## src/rtl/ts_pkg.sv

```systemverilog
// Shared types and constants for the timestamp clock and snapshot arbiter.
// Optional set path is enabled with the TS_SET_EN macro.
package ts_pkg;

   localparam logic [31:0] NS_PER_SEC = 32'd1_000_000_000;

   typedef struct packed {
      logic [31:0] seconds;
      logic [31:0] nanoseconds;
   } ts_t;

   typedef enum logic {
      IDLE = 1'b0,
      HOLD = 1'b1
   } arb_state_t;

   function automatic logic [31:0] ts_inc(input int freq_mhz);
      return 32'(1000 / freq_mhz);
   endfunction

endpackage

```

## src/rtl/ts_counter.sv

```systemverilog
// Free-running seconds/nanoseconds clock with carry rollover and an absolute-time load.
// The load port is only active when TS_SET_EN is defined.
module ts_counter
   import ts_pkg::*;
#(
   parameter logic [31:0] INC = 32'd20
) (
   input  logic        clk,
   input  logic        reset,
   input  logic        set_valid,
   input  logic [31:0] set_seconds,
   input  logic [31:0] set_nanoseconds,
   output logic        set_err,
   output logic [31:0] cur_seconds,
   output logic [31:0] cur_nanoseconds
);

   logic [32:0] ns_sum;
   logic        ns_wrap;
   logic [31:0] ns_next;
   logic        set_ok;
   logic        set_bad;

   assign ns_sum  = {1'b0, cur_nanoseconds} + {1'b0, INC};
   assign ns_wrap = (ns_sum >= {1'b0, NS_PER_SEC});
   assign ns_next = ns_wrap ? 32'(ns_sum - {1'b0, NS_PER_SEC}) : ns_sum[31:0];

`ifdef TS_SET_EN
   assign set_ok  = set_valid && (set_nanoseconds < NS_PER_SEC);
   assign set_bad = set_valid && !(set_nanoseconds < NS_PER_SEC);
`else
   logic unused_set;
   assign unused_set = ^{set_valid, set_seconds, set_nanoseconds};
   assign set_ok     = 1'b0;
   assign set_bad    = 1'b0;
`endif

   always_ff @(posedge clk or posedge reset) begin
      if (reset) begin
         cur_seconds     <= '0;
         cur_nanoseconds <= '0;
         set_err         <= 1'b0;
      end else begin
         set_err <= set_bad;
         // A valid load replaces this cycle's increment outright.
         if (set_ok) begin
            cur_seconds     <= set_seconds;
            cur_nanoseconds <= set_nanoseconds;
         end else begin
            cur_nanoseconds <= ns_next;
            if (ns_wrap) cur_seconds <= cur_seconds + 32'd1;
         end
      end
   end

endmodule

```

## src/rtl/ts_snapshot_arb.sv

```systemverilog
// Per-requester timestamp capture slots drained round-robin through one valid/ready port.
// Set path of the embedded clock is controlled by TS_SET_EN.
module ts_snapshot_arb
   import ts_pkg::*;
#(
   parameter int NUM_REQ = 4,
   parameter int FREQ    = 50
) (
   input  logic                       clk,
   input  logic                       reset,
   input  logic [NUM_REQ-1:0]         req,
   input  logic                       set_valid,
   input  logic [31:0]                set_seconds,
   input  logic [31:0]                set_nanoseconds,
   output logic                       set_err,
   output logic [31:0]                cur_seconds,
   output logic [31:0]                cur_nanoseconds,
   output logic                       snap_valid,
   input  logic                       snap_ready,
   output logic [$clog2(NUM_REQ)-1:0] snap_id,
   output logic [31:0]                snap_seconds,
   output logic [31:0]                snap_nanoseconds,
   output logic [NUM_REQ-1:0]         overrun,
   input  logic [NUM_REQ-1:0]         overrun_clr
);

   localparam int IDW = $clog2(NUM_REQ);

   ts_t                cur_ts;
   ts_t                slot [NUM_REQ];
   logic [NUM_REQ-1:0] pending;
   logic [NUM_REQ-1:0] drain_hit;
   logic [NUM_REQ-1:0] cap;
   logic [NUM_REQ-1:0] ovr_new;
   logic [IDW-1:0]     rr_ptr;
   logic [IDW-1:0]     win;
   logic [IDW:0]       scan_sum;
   logic               any_pend;
   logic               load;
   arb_state_t         state, state_nxt;

   ts_counter #(.INC(ts_inc(FREQ))) u_counter (
      .clk             (clk),
      .reset           (reset),
      .set_valid       (set_valid),
      .set_seconds     (set_seconds),
      .set_nanoseconds (set_nanoseconds),
      .set_err         (set_err),
      .cur_seconds     (cur_seconds),
      .cur_nanoseconds (cur_nanoseconds)
   );

   assign cur_ts = {cur_seconds, cur_nanoseconds};

   // First pending slot at or above rr_ptr, wrapping.
   always_comb begin
      any_pend = 1'b0;
      win      = '0;
      scan_sum = '0;
      for (int k = 0; k < NUM_REQ; k++) begin
         scan_sum = {1'b0, rr_ptr} + (IDW+1)'(k);
         if (scan_sum >= (IDW+1)'(NUM_REQ)) scan_sum = scan_sum - (IDW+1)'(NUM_REQ);
         if (!any_pend && pending[scan_sum[IDW-1:0]]) begin
            any_pend = 1'b1;
            win      = scan_sum[IDW-1:0];
         end
      end
   end

   always_comb begin
      state_nxt = state;
      load      = 1'b0;
      case (state)
         IDLE: if (any_pend) begin
            load      = 1'b1;
            state_nxt = HOLD;
         end
         HOLD: if (snap_ready) begin
            if (any_pend) load = 1'b1;
            else          state_nxt = IDLE;
         end
         default: state_nxt = IDLE;
      endcase
   end

   always_comb begin
      drain_hit = '0;
      for (int i = 0; i < NUM_REQ; i++) drain_hit[i] = load && (win == IDW'(i));
   end

   // A slot being drained this cycle may be refilled without counting as a loss.
   assign cap     = req & (~pending | drain_hit);
   assign ovr_new = req & pending & ~drain_hit;

   assign snap_valid = (state == HOLD);

   always_ff @(posedge clk or posedge reset) begin
      if (reset) state <= IDLE;
      else       state <= state_nxt;
   end

   always_ff @(posedge clk or posedge reset) begin
      if (reset) begin
         pending          <= '0;
         overrun          <= '0;
         rr_ptr           <= '0;
         snap_id          <= '0;
         snap_seconds     <= '0;
         snap_nanoseconds <= '0;
         for (int i = 0; i < NUM_REQ; i++) slot[i] <= '0;
      end else begin
         if (load) begin
            snap_id          <= win;
            snap_seconds     <= slot[win].seconds;
            snap_nanoseconds <= slot[win].nanoseconds;
            rr_ptr           <= (win == IDW'(NUM_REQ-1)) ? '0 : win + IDW'(1);
         end
         for (int i = 0; i < NUM_REQ; i++) begin
            if (cap[i]) begin
               slot[i]    <= cur_ts;
               pending[i] <= 1'b1;
            end else if (drain_hit[i]) begin
               pending[i] <= 1'b0;
            end
         end
         overrun <= (overrun & ~overrun_clr) | ovr_new;
      end
   end

endmodule

```

## config.mk

```make
export PLATFORM = sky130hd
export DESIGN_NAME = ts_snapshot_arb
export DESIGN_NICKNAME = d
export VERILOG_FILES = /design/src/rtl/ts_pkg.sv /design/src/rtl/ts_counter.sv /design/src/rtl/ts_snapshot_arb.sv
export SDC_FILE = /design/constraint.sdc
export NUM_CORES = 1
export LEC_CHECK = 0
export CAP_MARGIN = 20
export CORE_MARGIN = 2
export CORE_UTILIZATION = 27
export CTS_BUF_LIST = sky130_fd_sc_hd__clkbuf_4 sky130_fd_sc_hd__clkbuf_8
export DETAILED_ROUTE_END_ITERATION = 10
export REMOVE_ABC_BUFFERS = 1
export SLEW_MARGIN = 25
export SYNTH_ARGS = -nofsm -noshare
export SYNTH_HDL_FRONTEND = slang
export SYNTH_SLANG_ARGS = --single-unit
```

## constraint.sdc

```tcl
create_clock -name clk -period 33.6 [get_ports clk]
set_input_delay 6.72 -clock clk [delete_from_list [all_inputs] [get_ports clk]]
set_output_delay 6.72 -clock clk [all_outputs]
set_load 0.01 [all_outputs]
```

=== Word level (Yosys, flattened, before mapping) ===
Cells that the tools add are included.

* Output and inout port bits: 136
* Logic and storage cells: 108
* Register bits: 397

* Eq/ne operators: 3
* Add/sub/neg operators: 11
* Bitwise logic cells: 11
* Multiplexer cells: 38
* Reduce and logical (&&, ||, !) cells: 15
* Magnitude comparators: 10

{| class="wikitable"
|+ Operators by type and width
! kind !! count
|-
| $bmux 64 s2 || 1
|-
| $mux 64 || 2
|-
| $add 32x5->33 const B || 1
|-
| $ge 33x30->1 const B || 1
|-
| $add 32x1->32 const B || 1
|-
| $mux 32 || 1
|-
| $sub 32x30->32 const B || 1
|-
| $mux 1 || 19
|-
| $mux 2 || 9
|-
| $and 4x4->4 || 4
|-
| $ge 3x3->1 const B || 4
|-
| $lt 2x3->1 const B || 4
|-
| $not 4->4 || 3
|-
| $bmux 1 s2 || 4
|-
| $or 4x4->4 || 2
|-
| $reduce_bool 2->1 || 4
|-
| $sub 2x1->2 const B || 4
|-
| $logic_and 1x1->1 || 7
|-
| $add 2x2->3 const B || 2
|-
| $eq 2x2->1 const B || 2
|-
| $pmux 1 s2 || 2
|-
| $add 2x1->3 const B || 1
|-
| $ge 2x3->1 const B || 1
|-
| $logic_not 1->1 || 3
|-
| 5 further kinds || 5
|}

=== Logic depth before layout (Yosys ltp) ===
Gate-level depths: netlist of the first run.

* Depth in word-level cells: 21
* Mapped depth: 14

=== Cells and area by module ===
Synthesis of the first run repeated with hierarchy kept, for this count alone.

* Cell total of the unflattened synthesis: 1944
* Area total of the unflattened synthesis: 19351.1 µm²

{| class="wikitable"
|+ Modules (own cells, without submodules)
! module !! times used !! cells each !! area an instance (µm²) !! seq. area each (µm²)
|-
| ts_snapshot_arb || 1 || 1514 || 15349.7 || 8333.0
|-
| ts_counter || 1 || 430 || 4001.3 || 1551.5
|}

=== Least setup slack after synthesis of the first run ===
No wires, ideal clock.

* Path type: input -> register
* Start: in snap_ready
* End: reg slot[199] (netlist name)
* Setup slack: 25.269 ns
* Arrival time: 8.207 ns
* Buffers on the path: 1
* Stages on the path: 6
* Data required time: 33.475 ns
* Path through: nand2b_1 o41ai_1 o21ai_0 nand2_1 buf_1 mux2_2

* Cells in the longest elaborated chain, start to end: 5

{| class="wikitable"
|+ RTL lines
! element !! RTL line !! RTL
|-
| start, declared || ts_snapshot_arb.sv:19 || <nowiki>input logic snap_ready,</nowiki>
|-
| $mux 1 || ts_snapshot_arb.sv:78 || <nowiki>HOLD: if (snap_ready) begin</nowiki>
|-
| $pmux 1 s2 || ts_snapshot_arb.sv:73 || <nowiki>case (state)</nowiki>
|-
| $logic_and 1x1->1 || ts_snapshot_arb.sv:88 || <nowiki>for (int i = 0; i < NUM_REQ; i++) drain_hit[i] = load && (win == IDW'(i));</nowiki>
|-
| $or 4x4->4 || ts_snapshot_arb.sv:92 || <nowiki>assign cap = req & (~pending | drain_hit);</nowiki>
|-
| $and 4x4->4 || ts_snapshot_arb.sv:92 ||
|-
| end signal, assigned by index || ts_snapshot_arb.sv:120 || <nowiki>slot[i] <= cur_ts;</nowiki>
|-
| end, declared || ts_snapshot_arb.sv:30 || <nowiki>ts_t slot [NUM_REQ];</nowiki>
|}

No other way between the ends.
A chain may end at the register's enable or synchronous reset.

=== Final worst setup path of the first run ===
* Start: in snap_ready
* End: reg slot[133] (netlist name)

The elaborated chain is that of the path after synthesis.

==> results of run 1 <==
-- metrics by stage --
step | hold slack, ns | area [sq um] | util
finish | 0.475 | 21700 | 0.332
floorplan | 0.450 | 17300 | -
CTS | 0.482 | 21700 | 0.332
global placement | 0.461 | 20000 | 0.305
global route | 0.493 | 21700 | 0.332
detailed placement | 0.470 | 20000 | 0.306
-- power by group through the flow --
| stage | sequential (mW) | clock, mW | combinational, mW |
|---|---|---|---|
| 4_1_cts | 0.559 | 0.546 | 0.519 |
| 2_1_floorplan | 0.576 | 0 | 0.316 |
| 5_1_grt | 0.565 | 0.567 | 0.571 |
| 3_3_place_gp | 0.562 | 0 | 0.513 |
| 6_report | 0.558 | 0.525 | 0.507 |
| 3_5_place_dp | 0.566 | 0 | 0.518 |
-- flip-flops by register name (all words and copies together), names as in the netlist --
register / count
rr_ptr: 2
snap_nanoseconds: 30
pending: 4
snap_seconds: 32
overrun: 4
slot: 248
u_counter.cur_nanoseconds: 30
snap_valid: 1
u_counter.cur_seconds: 32
snap_id: 2
-- layer usage --
metal | vias to the layer above | GRT usage | wire [microns]
li1 | 6142 | - | -
met3 | 75 | 0.0287 | 2510
met2 | 316 | 0.222 | 21700
met4 | 0 | 0.0503 | 1010
met5 | - | 0 | 0
met1 | 6510 | 0.178 | 20700
-- worst max-delay path: cells and delay by family --
family | cells | cell delay, ns
buffers and inverters | 3 | 1.91
and+or+nand+nor | 2 | 0.59
AOI/OAI and AO/OA | 2 | 0.48
muxes | 1 | 0.42
-- final cells by class --
| class | instances | area (sq um) | area share |
|---|---|---|---|
| clock inverter | 23 | 313 | 0.0144 |
| sequential | 385 | 9630 | 0.443 |
| timing repair buffer | 158 | 1570 | 0.0723 |
| inverter | 27 | 116 | 0.00535 |
| clock buffer | 109 | 1390 | 0.0638 |
| multi-input combinational | 1214 | 7630 | 0.351 |
| tap | 864 | 1080 | 0.0497 |
-- logic make-up (layout without fill, tap and decap cells) --
kind of cell,after synthesis,count (layout),synth area share
flops,385,385,0.541
simple gates,665,665,0.165
compound gates,238,238,0.0760
fa+ha+maj,7,7,0.00492
buf+inv,151,317,0.0343
mux,223,223,0.141
other cells,1,5,0.000211
xor+xnor,76,76,0.0374
-- worst max path at each step --
stage,endpoint,startpoint,depth (start not counted),slack [ns]
floorplan,overrun[0],reset,1,16.18
global placement,slot[136],snap_ready,8,23.28
detailed placement,slot[133],snap_ready,8,23.25
CTS,slot[133],snap_ready,8,23.96
global route,slot[142],snap_ready,8,23.73
finish,slot[133],snap_ready,8,23.92
-- cell usage in the layout (no fill, tap or decap), drive strengths merged, types with 4 or more instances in the layout --
cell           instances
nor3                  11
nand3                 93
clkbuf               109
clkinv                 9
bufinv                 7
and2                   5
clkdlybuf4s50        141
nand2                262
nand2b                10
ha                     7
nor2b                  6
buf                   17
nor2                 216
a21oi                 18
nor4                  13
or2                    4
or3                    7
o21bai                 4
o21ai                174
inv                   28
clkinvlp               6
o22ai                  7
nand4                 17
and4                   4
mux2                 220
xnor2                 58
and3                  13
o211ai                 6
xor2                  18
dfrtp                385
conb                   5
==> flow_metrics.tcl, run 1 <==
set metrics [dict create \
    instances_no_fill 2780 \
    maxCapViolCount 0 \
    antenna_cells 0 \
    async_reset_ff_frac 1.00 \
    nNetsFinal 1943 \
    finalWorstSetupSlack_ns 23.92 \
    initial_core_util 0.272 \
    ff2ff_path_depth 11 \
    yosysSeqAreaShare 0.541 \
    clk_latency_ns 0.65 \
    grt_usage 0.136 \
    clkPwrFrac 0.330 \
    cts_tree "done" \
    yosysMostFrequentCell "dfrtp_1" \
    final-hold-violation-count 0 \
    reg2reg_slack_ns 28.84 \
    synth_commonest_cells "dfrtp_1, nand2_1, mux2_2" \
    p_switching_mw 0.563 \
    path_cells "clkdlybuf4s50_1 > nand2b_1 > o41ai_2 > buf_4 > o21ai_0 > nand2_4 > buf_4 > mux2_2" \
    hp-start "snap_nanoseconds[18]" \
    synthFlopType "dfrtp_1" \
    finalWirelength_mm 45.9 \
    fin_crit_sh 0.288 \
    comb_power_share 0.319 \
    cp_max_fo 92 \
    min_period_ns 9.68 \
    ys_top_cells_by_area "dfrtp_1, mux2_2, nand2_1" \
    drive_gt1_frac 0.208 \
    numPortBuffers 141 \
    switching_share 0.354 \
    path_clk_slew_ns 0.06 \
    max_slew.worst_pin.slew_ns 1.03 \
    synthToLayoutAreaGrowth_pct 22.1 \
    drt-initial-drc-count 721 \
    core_area_sq_mm 0.0655 \
    overflow 0 \
    drt-pass1-iter-count 5 \
    start_kind "input pin" \
    ant_nets 0 \
    rsz0062_at_grt "no" \
    slew_viol_final 0 \
    fill_cells 6505 \
    slowest_delay_ns 0.78 \
    grt_pass1_wl_mm 72.7 \
    grt_pass1_vias 12900 \
    drc 0 \
    die_x_microns 261 \
    power_density_mw_per_mm2 73.2 \
    clockRootBuffer "clkbuf_8" \
    io-pin-count 212 \
    grt_start_max_net_pins 165 \
    relSlewSlack 0.311 \
    syn_area_per_cell_sq_um 10.2 \
    cp_data_arrival_time_ns 10.20 \
    worstReg2RegStart "rr_ptr[1]" \
    p_leak_nw 9.87 \
    clock-skew-final_ns 0.0263 \
    ys_types 62 \
    yosys.area.top_type "dfrtp_1" \
    critPathCaptureType "flop" \
    antenna_found_initial 0 \
    ctsResizeCount 0 \
    p_int_mw 1.03 \
    power_mw 1.59 \
    r2r-end "slot[5]" \
    hold_end "snap_nanoseconds[18]" \
    dieHeight_microns 261 \
    yosys.area.top_type_share 0.541 \
    timing.setup.tns_ns 0 \
    ir_drop_uv 32.4 \
    dieArea_sq_mm 0.0680 \
    place_congestion 0.813 \
    cts.sink_count 385 \
    power_frac_seq 0.351 \
    post-dp-hpwl_mm 28.2 \
    cts_buffer_depth 3 \
    status "finished, final reports clean" \
    netlist_area_sq_mm 0.0178 \
    fmax_ghz 0.103 \
    holdCritPathClass "reg2reg" \
    place_ws_ns 23.25 \
    post_synth_inst_count 1746 \
    ys_ff_latch 385 \
    setup_violations 0 \
    crit_top_cell "buf_4" \
    synth-edff-count 0 \
    critPathRequiredTime_ns 34.12 \
    vias 13000 \
    ys_warn_count 0 \
    num_rows 94 \
    hold_buffers 0 \
    worstHoldPathCells 2 \
    placed_cells 2648 \
    h-tree-depth 3 \
    critPathSlowestCell "buf_4" \
    cts_buffers 74 \
    worstSetupPathType "in2reg" \
    vias_per_cell 4.69 \
    post_cts_buffers 0 \
    avgRoutedWirePerCell_microns 16.5 \
]
Note: power is estimated with default switching activity, not from simulation.
==> inputs of run 2 (changes only) <==
Clock period 33.6 ns to 9.6 ns, I/O delays scaled along.
==> run 2 against run 1 <==
  * Clock power rose to 3.3 times the previous value
  * Flip-flop and latch count unchanged
  * Clock-buffer cell count is 2 lower
  * Non-clock buffer count did not move
  * Die area did not move
  * Largest cell class unchanged
==> flow_metrics.tcl, run 2 (same netlist as run 1, synthesis figures left out) <==
set metrics [dict create \
    cts_tree "done" \
    worstReg2RegStart "u_counter.cur_nanoseconds[3]" \
    grt_pass1_wl_mm 73.9 \
    cp_max_fo 90 \
    holdCritPathClass "reg2reg" \
    core_area_sq_mm 0.0655 \
    ant_nets 0 \
    numPortBuffers 141 \
    stdcell_area_sq_mm 0.0216 \
    drc 0 \
    rsz0062_at_grt "no" \
    worstSetupPathType "in2reg" \
    cts_buffers 73 \
    vias_per_cell 4.69 \
    nNetsFinal 1942 \
    clock-skew-final_ns 0.0414 \
    crit_top_cell "buf_4" \
    fill_cells 6555 \
    final_cell_mix "dfrtp_1, nand2_1, mux2_2" \
    initial_core_util 0.272 \
    critPathSlowestCell "buf_4" \
    setup_violations 0 \
    drive_gt1_frac 0.205 \
    die_x_microns 261 \
    ir_drop_uv 202 \
    critPathRequiredTime_ns 10.11 \
    clk_latency_ns 0.66 \
    dieArea_sq_mm 0.0680 \
    top_regs "slot x248, snap_seconds x32, u_counter.cur_seconds x32" \
    grt_pass1_vias 13100 \
    overflow 0 \
    slowest_delay_ns 0.73 \
    fin_crit_sh 0.500 \
    vias 13000 \
    instances_no_fill 2774 \
    largest_reg_flops 248 \
    h-tree-depth 3 \
    regMostFlops "slot" \
    utilization 0.330 \
    place_congestion 0.813 \
    avgRoutedWirePerCell_microns 16.7 \
    hold_buffers 0 \
    post-dp-hpwl_mm 28.1 \
    fmax_ghz 0.209 \
    maxCapViolCount 0 \
    min_period_ns 4.80 \
    critPathCaptureType "flop" \
    io-pin-count 212 \
    drt-pass1-iter-count 5 \
    clockRootBuffer "clkbuf_8" \
    power_density_mw_per_mm2 253 \
    post_cts_buffers 0 \
    antenna_found_initial 0 \
    hp-start "snap_id[0]" \
    path_clk_slew_ns 0.05 \
    power_mw 5.46 \
    place_area_sq_mm 0.0200 \
    final_common_cell "dfrtp_1" \
    p_leak_nw 9.82 \
    timing.setup.tns_ns 0 \
    antenna_cells 0 \
    dieHeight_microns 261 \
    final-hold-violation-count 0 \
    path_cells "clkdlybuf4s50_1 > nand2b_1 > o41ai_2 > buf_4 > o21ai_0 > nand2_4 > buf_4 > mux2_2" \
    crit_path_start "snap_ready" \
    cp_data_arrival_time_ns 5.30 \
    placed_cells 2647 \
    cts_buffer_depth 3 \
    grt_start_max_net_pins 173 \
    slew_viol_final 0 \
    synthToLayoutAreaGrowth_pct 21.3 \
    num_rows 94 \
    grt_usage 0.137 \
    status "finished, final reports clean" \
    drt-initial-drc-count 782 \
    cts.sink_count 385 \
    max_slew.worst_pin.slew_ns 0.921 \
    ctsResizeCount 0 \
    relSlewSlack 0.381 \
    start_kind "input pin" \
    finalWirelength_mm 46.2 \
]
run 2: cell types whose count changed in the layout (fill, tap and decap cells not counted):
cell | before | now
buf_6 | 0 | 2
clkinvlp_4 | 6 | 2
clkbuf_8 | 91 | 89
clkinv_2 | 8 | 9
bufinv_16 | 7 | 3
buf_4 | 15 | 13
clkinv_4 | 0 | 1
clkinv_8 | 1 | 0
inv_8 | 0 | 2
inv_6 | 2 | 3
run 2: metal layers:
layer	part of all wire	wire length, microns	global-route usage
met1	0.46	21100	0.179
met5	0	0	0
met2	0.47	21700	0.222
met4	0.020	935	0.0492
met3	0.054	2510	0.0330
run 2: stage by stage:
step / setup WS [ns] / hold slack [ns]
global route: 4.52 / 0.499
detailed placement: 4.05 / 0.470
floorplan: -3.06 / 0.450
finish: 4.80 / 0.475
global placement: 4.05 / 0.461
CTS: 4.76 / 0.482
run 2: where the power goes:
| group | switching [mW] | total [mW] | internal, mW |
|---|---|---|---|
| clock network | 0.719 | 1.71 | 0.992 |
| logic | 1.15 | 1.79 | 0.643 |
| registers | 0.116 | 1.95 | 1.83 |
| total | 1.99 | 5.46 | 3.47 |
run 2: worst paths after layout:
| path | cells past startpoint | to | slack (ns) |
|---|---|---|---|
| setup reg to reg | 14 | u_counter.cur_nanoseconds[24] | 5.04 |
| hold reg to reg | 2 | snap_id[0] | 0.47 |
| hold / removal | 2 | snap_id[0] | 0.47 |
| min in group asynchronous | 2 | snap_seconds[5] | 1.77 |
| max in group asynchronous | 4 | slot[188] | 6.47 |
| setup / recovery | 8 | slot[156] | 4.80 |
run 2: cell type report:
cell class,count,area (sq um),share of cell area
tap,864,1080,0.0501
clock buffer,107,1360,0.0630
inverter,27,111,0.00516
clock inverter,19,196,0.00910
timing repair buffer,158,1580,0.0731
sequential,385,9630,0.446
multi-input combinational,1214,7630,0.353
run 2: critical path: cells and delay by family:
family / cells / cell delay [ns]
buffers and inverters: 3 / 1.84
and+or+nand+nor: 2 / 0.66
AOI/OAI and AO/OA: 2 / 0.42
muxes: 1 / 0.41
==> inputs of run 3 (changes only) <==
Clock period 9.6 ns to 5 ns, I/O delays scaled along.
==> run 3 against run 2 <==
  * Combinational power grew 91%
  * Worst setup slack got worse by 4.0 ns
  * First-iteration DRC count shrank 0.26%
  * Highest routed layer unchanged
  * Largest cell class unchanged
  * Critical endpoint is now u_counter.cur_nanoseconds[24]
==> flow_metrics.tcl, run 3 (same netlist as run 1, synthesis figures left out) <==
set metrics [dict create \
    drc 0 \
    slew_viol_final 0 \
    path_cells "ha_1 > o211ai_2 > nor2_1 > xnor2_1 > ha_1 > inv_1 > a22oi_2 > o21bai_1 > o2111a_1 > a311oi_4 > buf_4 > nor3_1 > o32ai_1 > xor2_1" \
    worstHoldPathCells 2 \
    initial_core_util 0.272 \
    drt-initial-drc-count 780 \
    fin_crit_sh 0.834 \
    power_density_mw_per_mm2 485 \
    final-hold-violation-count 0 \
    p_leak_nw 9.90 \
    worstReg2RegStart "u_counter.cur_nanoseconds[3]" \
    relSlewSlack 0.336 \
    grt_pass1_wl_mm 73.4 \
    grt_usage 0.137 \
    synthToLayoutAreaGrowth_pct 22.0 \
    post-dp-hpwl_mm 28.1 \
    dieArea_sq_mm 0.0680 \
    antenna_found_initial 0 \
    max_slew.worst_pin.slew_ns 0.995 \
    finalWirelength_mm 45.9 \
    crit_top_cell "ha_1" \
    setup_violations 0 \
    worstSetupPathType "reg2reg" \
    vias 13100 \
    io-pin-count 212 \
    post_cts_buffers 0 \
    vias_per_cell 4.68 \
    cp_max_fo 21 \
    final_common_cell "dfrtp_1" \
    hold_buffers 0 \
    cts.sink_count 385 \
    start_kind "flop" \
    rsz0062_at_grt "no" \
    largest_reg_flops 248 \
    cp_data_arrival_time_ns 4.75 \
    maxCapViolCount 0 \
    top_regs "slot x248, snap_seconds x32, u_counter.cur_seconds x32" \
    cts_buffers 74 \
    overflow 0 \
    grt_pass1_vias 13400 \
    ir_drop_uv 296 \
    fill_cells 6594 \
    final_cell_mix "dfrtp_1, nand2_1, mux2_2" \
    crit_family "compound AO/OA/AOI/OAI gates" \
    dieHeight_microns 261 \
    num_rows 94 \
    nNetsFinal 1952 \
    hold_end "snap_seconds[18]" \
    path_clk_slew_ns 0.06 \
    slowest_delay_ns 0.62 \
    ff2ff_path_depth 14 \
    critPathCaptureType "flop" \
    die_x_microns 261 \
    place_area_sq_mm 0.0201 \
    core_area_sq_mm 0.0655 \
    clk_latency_ns 0.68 \
    critPathSlowestCell "a311oi_4" \
    avgRoutedWirePerCell_microns 16.5 \
    drt-pass1-iter-count 5 \
    holdCritPathClass "reg2reg" \
    ctsResizeCount 0 \
    hp-start "snap_seconds[18]" \
    reg2reg_slack_ns 0.83 \
    stdcell_area_sq_mm 0.0217 \
    antenna_cells 0 \
    h-tree-depth 3 \
    regMostFlops "slot" \
    cts_buffer_depth 3 \
    clockRootBuffer "clkbuf_8" \
    status "finished, final reports clean" \
    drive_gt1_frac 0.211 \
    grt_start_max_net_pins 107 \
    instances_no_fill 2788 \
    place_congestion 0.840 \
    critPathBufInv 2 \
    placed_cells 2657 \
    critPathRequiredTime_ns 5.58 \
    r2r-end "u_counter.cur_nanoseconds[24]" \
    fmax_ghz 0.240 \
    clock-skew-final_ns 0.0440 \
    min_period_ns 4.17 \
    cts_tree "done" \
    numPortBuffers 141 \
    ant_nets 0 \
]
==> run 3: per-layer routing <==
metal | track usage | wire (microns) | vias to the layer above
li1 | - | - | 6172
met3 | 0.0346 | 2300 | 96
met4 | 0.0546 | 1330 | 0
met2 | 0.224 | 21600 | 289
met1 | 0.173 | 20700 | 6502
met5 | 0 | 0 | -
==> run 3: how the worst max path moves through the flow <==
| stage | startpoint | to | cells past startpoint |
|---|---|---|---|
| finish | u_counter.cur_nanoseconds[3] | u_counter.cur_nanoseconds[24] | 14 |
| CTS | u_counter.cur_nanoseconds[2] | u_counter.cur_nanoseconds[24] | 14 |
| global placement | u_counter.cur_nanoseconds[3] | u_counter.cur_nanoseconds[24] | 14 |
| floorplan | pending[0] | slot[12] | 4 |
| global route | u_counter.cur_nanoseconds[3] | u_counter.cur_nanoseconds[29] | 14 |
| detailed placement | u_counter.cur_nanoseconds[3] | u_counter.cur_nanoseconds[24] | 12 |
==> run 3: layout make-up <==
cell class / count / area [sq um] / area share
multi-input combinational: 1214 / 7630 / 0.351
tap: 864 / 1080 / 0.0498
sequential: 385 / 9630 / 0.443
clock inverter: 17 / 180 / 0.00829
inverter: 27 / 111 / 0.00513
clock buffer: 114 / 1430 / 0.0659
timing repair buffer: 167 / 1660 / 0.0763
==> run 3: tightest hold or removal path: stages (launching register included) <==
cell	delay, ns
dfrtp_1	0.34
nand2_1	0.04
o21ai_0	0.06
==> run 3: power by group <==
part	internal [mW]	leakage [nW]	total (mW)	switching [mW]
clock network	1.98	0.848	3.38	1.40
registers	3.52	5.15	3.74	0.219
logic	1.25	3.90	3.42	2.17
==> run 3: through the flow <==
stage          TNS (ns)  worst slack (ns)  total power, mW  hold WS, ns   util
2_1_floorplan  -4859.77             -7.66             5.99        0.450      -
3_3_place_gp          0             0.901             7.23        0.461  0.307
3_5_place_dp          0             0.843             7.29        0.469  0.307
4_1_cts               0             0.831             10.8        0.482  0.332
5_1_grt               0             0.529             11.3        0.493  0.332
6_report              0             0.832             10.5        0.476  0.332
